[src/rtl/hazard_unit_pkg.sv]
// hazard_unit_pkg: shared CPU constants, state encoding and counter helper for the hazard unit
package hazard_unit_pkg;
  localparam int REG_W = 6;
  localparam logic [15:0] CNT_MAX = 16'hFFFF;
  typedef enum logic {RUN = 1'b0, STALL = 1'b1} hz_state_e;
  function automatic logic [15:0] sat_inc(input logic [15:0] v);
    return v == CNT_MAX ? v : v + 16'd1;
  endfunction
endpackage

[src/rtl/hazard_cnt16.sv]
// hazard_cnt16: 16-bit saturating event counter with synchronous clear over increment
module hazard_cnt16
  import hazard_unit_pkg::*;
(
  input  logic        clock,
  input  logic        reset_n,
  input  logic        clr,
  input  logic        inc,
  output logic [15:0] count
);
  always_ff @(posedge clock or negedge reset_n)
    if (!reset_n) count <= '0;
    else count <= clr ? '0 : inc ? sat_inc(count) : count;
endmodule

[src/rtl/hazard_unit.sv]
// hazard_unit: load-use stall and branch/jump flush control with stall/flush event counters
module hazard_unit
  import hazard_unit_pkg::*;
#(
  parameter int LOAD_LAT = 1
) (
  input  logic             clock,
  input  logic             reset_n,
  input  logic [REG_W-1:0] id_rs,
  input  logic [REG_W-1:0] id_rt,
  input  logic             id_uses_rs,
  input  logic             id_uses_rt,
  input  logic [REG_W-1:0] ex_rd,
  input  logic             ex_memr,
  input  logic             ex_regw,
  input  logic             ex_brz,
  input  logic             ex_brn,
  input  logic             ex_j,
  input  logic             ex_zero,
  input  logic             ex_neg,
  input  logic             cnt_clr,
  output logic             pc_write,
  output logic             if_id_write,
  output logic             if_id_flush,
  output logic             id_ex_flush,
  output logic             pc_sel_branch,
  output logic [15:0]      stall_cycles,
  output logic [15:0]      flush_events
);
  localparam logic [1:0] LEFT_INIT = 2'(LOAD_LAT - 1);
  hz_state_e  state, state_nx;
  logic [1:0] stall_left, left_nx;
  logic       branch_taken, load_use, flush_now, stall_now;
  assign branch_taken = (ex_brz & ex_zero) | (ex_brn & ex_neg) | ex_j;
  assign load_use = ex_memr & ex_regw &
                    ((id_uses_rs & (id_rs == ex_rd)) | (id_uses_rt & (id_rt == ex_rd)));
  // branch redirection only acts in RUN; a pending stall ignores the EX stage entirely
  assign flush_now = (state == RUN) & branch_taken;
  assign stall_now = (state == STALL) | (load_use & ~branch_taken);
  always_comb begin
    pc_write      = reset_n & ~stall_now;
    if_id_write   = reset_n & ~stall_now;
    if_id_flush   = ~reset_n | flush_now;
    id_ex_flush   = ~reset_n | flush_now | stall_now;
    pc_sel_branch = reset_n & flush_now;
  end
  always_comb begin
    state_nx = state;
    left_nx  = stall_left;
    if (state == STALL) begin
      left_nx  = stall_left - 2'd1;
      state_nx = stall_left == 2'd1 ? RUN : STALL;
    end else if (stall_now && LOAD_LAT > 1) begin
      state_nx = STALL;
      left_nx  = LEFT_INIT;
    end
  end
  always_ff @(posedge clock or negedge reset_n)
    if (!reset_n) begin
      state      <= RUN;
      stall_left <= '0;
    end else begin
      state      <= state_nx;
      stall_left <= left_nx;
    end
  hazard_cnt16 u_stall_cnt (
    .clock  (clock),
    .reset_n(reset_n),
    .clr    (cnt_clr),
    .inc    (stall_now),
    .count  (stall_cycles)
  );
  hazard_cnt16 u_flush_cnt (
    .clock  (clock),
    .reset_n(reset_n),
    .clr    (cnt_clr),
    .inc    (flush_now),
    .count  (flush_events)
  );
endmodule

[config.mk]
export PLATFORM = sky130hd
export DESIGN_NAME = hazard_unit
export DESIGN_NICKNAME = d
export VERILOG_FILES = /design/src/rtl/hazard_unit_pkg.sv /design/src/rtl/hazard_cnt16.sv /design/src/rtl/hazard_unit.sv
export SDC_FILE = /design/constraint.sdc
export NUM_CORES = 1
export LEC_CHECK = 0
export CELL_PAD_IN_SITES_DETAIL_PLACEMENT = 0
export CELL_PAD_IN_SITES_GLOBAL_PLACEMENT = 1
export CORE_MARGIN = 2
export CORE_UTILIZATION = 38
export CTS_CLUSTER_DIAMETER = 120
export DETAILED_ROUTE_END_ITERATION = 10
export HOLD_SLACK_MARGIN = 0.12
export PLACE_DENSITY_LB_ADDON = 0.1
export SLEW_MARGIN = 30
export SYNTH_ARGS = -nofsm -noshare
export SYNTH_HDL_FRONTEND = slang
export SYNTH_HIERARCHICAL = 1
export SYNTH_SLANG_ARGS = --single-unit
[constraint.sdc]
create_clock -name clock -period 3.5 [get_ports clock]
set_input_delay 1.05 -clock clock [delete_from_list [all_inputs] [get_ports clock]]
set_output_delay 1.05 -clock clock [all_outputs]
set_load 0.03 [all_outputs]
==> qor.csv <==
metric;value;unit
fmax;290;MHz
multi-input logic area;1220;um2
global-route usage over all layers;18.2;%
critical path class;in2out;
Iter 0 DRT Violations;120;
final instance area;3080;um2
pin count of the biggest net entering global routing;27;
Setup TNS Final;0;ns
WP data arrival;2.40;ns
hold buffer count at CTS;0;
CTS tree;built;
status;finished, final reports clean;
worst skew pair latency;0.28;ns
TritonCTS Buffers;5;
Reg clk slew, reported paths;0.07;ns
chip width;79.3;um
Syn. warnings;6;
EDFF count, synth;0;
Final period util;98.7;%
antenna fix cells;0;
DIE HEIGHT;79.3;um
Port Buffer Count;66;
GPL Wtd Cong;0.782;
Final nets;340;
antenna violations before repair;0;
CP endpoint kind;primary output;
Critical Path Max Stage Delay;0.48;ns
Bufs on Longest Clock Path;2;
vias in the first global route;1945;
CP most frequent cell;buf_6;
first-pass GRT wire length;9.14;mm
Main synth FF type;dfrtp_1;
CP startpoint kind;input pin;
cell family with most CP delay;buffers and inverters;
Rel. slew slack;47.8;%
DR vias/cell;5.36;
max-slew violations;0;
drt pass-1 iters;4;
final setup vio count;0;
wire length per cell;14.4;um
Lkg Pwr;0.00121;uW
fillers;522;
vias after detailed routing;2031;
commonest non-fill, non-tap cell in the layout;clkdlybuf4s50_1;
area delta synth->final;42.9;%
Worst VDD drop;0.176;mV
worst path required time;2.45;ns
RSZ-0062 raised after global routing;true;
Final Hold Fails;0;
post-route ant nets;0;
Hold Path Class;reg2reg;
Yosys reg bits;35;
syn_nets;257;
CP bufs+invs;3;
FP Rows;27;
register area;876;um2
Final HPWL DP;4.14;mm
Initial Utilization;39.1;%
DP Area;2990;um2
die area;6290;um2
Remaining DRCs;0;
Core Area;5510;um2
smallest hold slack;0.479;ns
CTS HTree Levels;2;
post-synthesis async set-or-reset flop share;100;%
max cap viols;0;
post-synthesis sequential area ratio;40.7;%
Worst-Margin Slew;0.776;ns
minimum clock period;3.45;ns
worst-path maximum fanout;2;
most frequent cells in the layout;clkdlybuf4s50_1, dfrtp_1, a21oi_1;
Critical-path top delay cell;clkdlybuf4s50_1;
synth unique cells;38;
Syn Area/Cell;9.62;um2
IO Pins;67;
clk_skew;0.0126;ns
crit-path cells;clkdlybuf4s50_1 -> xnor2_1 -> nand3_1 -> o22a_1 -> buf_6 -> o211ai_2 -> buf_6;
wirelength, routed;5.47;mm
Mapped Cells;224;
total gr overflow;0;
CTS sink cnt;35;
Cell Area, Synth;2150;um2
PwrDens;287;nW/um2
root buffer selected by CTS;clkbuf_8;
fraction of layout cells with a size suffix above 1;14.0;%
what timing repair did:
action | CTS | global route
setup buffers | 0 | 1
endpoints found under the hold margin | 0 | 0
pin swaps | 1 | 7
setup endpoints to repair | 5 | 3
gates cloned | 0 | 0
gates resized for setup | 24 | 6
cells in the mapped netlist (all sizes together), types with 9 or more instances:
cell type,instances,area [um2]
nand3,13,65.1
xnor2,12,105
nand4,12,135
o21ai,9,45.0
nor2,16,60.1
o31ai,10,75.1
dfrtp,35,876
a21oi,18,90.1
or3,10,62.6
nand2,12,45.0
layout make-up:
| cell class | instances | area share, % |
|---|---|---|
| Clock inverter | 1 | 0.976 |
| Tap cell | 72 | 2.93 |
| Timing Repair Buffer | 83 | 24.8 |
| Clock buffer | 6 | 2.36 |
| Inverter | 6 | 0.732 |
| Sequential cell | 35 | 28.5 |
| Multi-Input combinational cell | 176 | 39.8 |
worst register-to-register path, cell delays in order (launching register included):
cell	delay [ns]
dfrtp_1	0.45
nand4_1	0.29
o41ai_2	0.69
nor3_1	0.13
mux2_2	0.30
kinds of logic (layout without fill, tap and decap cells):
| logic type | Yosys count | after routing | synth area share (%) |
|---|---|---|---|
| compound gates | 47 | 47 | 14.8 |
| fa+ha+maj | 3 | 3 | 1.74 |
| mux | 8 | 8 | 3.95 |
| xor+xnor | 17 | 17 | 6.91 |
| flops | 35 | 35 | 40.7 |
| simple gates | 101 | 101 | 29.4 |
| buf+inv | 13 | 96 | 2.56 |
per-stage QoR:
| step | total power, uW | worst slack (ns) | util (%) | instances |
|---|---|---|---|---|
| after global routing | 921 | -0.0253 | 55.9 | 379 |
| after global placement | 540 | -0.361 | 54.2 | 371 |
| after CTS | 892 | 0.00425 | 55.9 | 378 |
| after floorplan | 469 | 0.420 | - | 224 |
| final | 882 | 0.0459 | 55.9 | 379 |
| after detailed placement | 541 | -0.373 | 54.2 | 371 |
path summary, 6_finish.rpt:
| kind | startpoint | endpoint | depth (start not counted) | slack, ns |
|---|---|---|---|---|
| max in group asynchronous | reset_n | u_stall_cnt/count[10] | 3 | 2.25 |
| max | id_rt[2] | id_ex_flush | 7 | 0.05 |
| max reg2reg | u_stall_cnt/count[12] | u_stall_cnt/count[15] | 4 | 1.52 |
| min in group asynchronous | reset_n | u_flush_cnt/count[2] | 2 | 0.68 |
| min | stall_left[0] | stall_left[0] | 1 | 0.48 |
| min reg2reg | stall_left[0] | stall_left[0] | 1 | 0.48 |
where the power goes:
group          switching, uW  internal, uW
combinational           54.6          60.3
sequential              4.09           408
clock                    146           209
total                    205           677
routing by layer:
metal,vias up,part of all wire [%],global-route usage [%]
li1,1021,-,-
met1,963,46,24.1
met2,43,49,31.3
met3,4,3.9,4.09
met4,0,0.53,2.59
met5,-,0,0
registers in the layout (all words and copies together) (netlist names):
register / count
stall_left: 2
u_stall_cnt/count: 16
state: 1
u_flush_cnt/count: 16
Power figures use the tool's default switching activity.
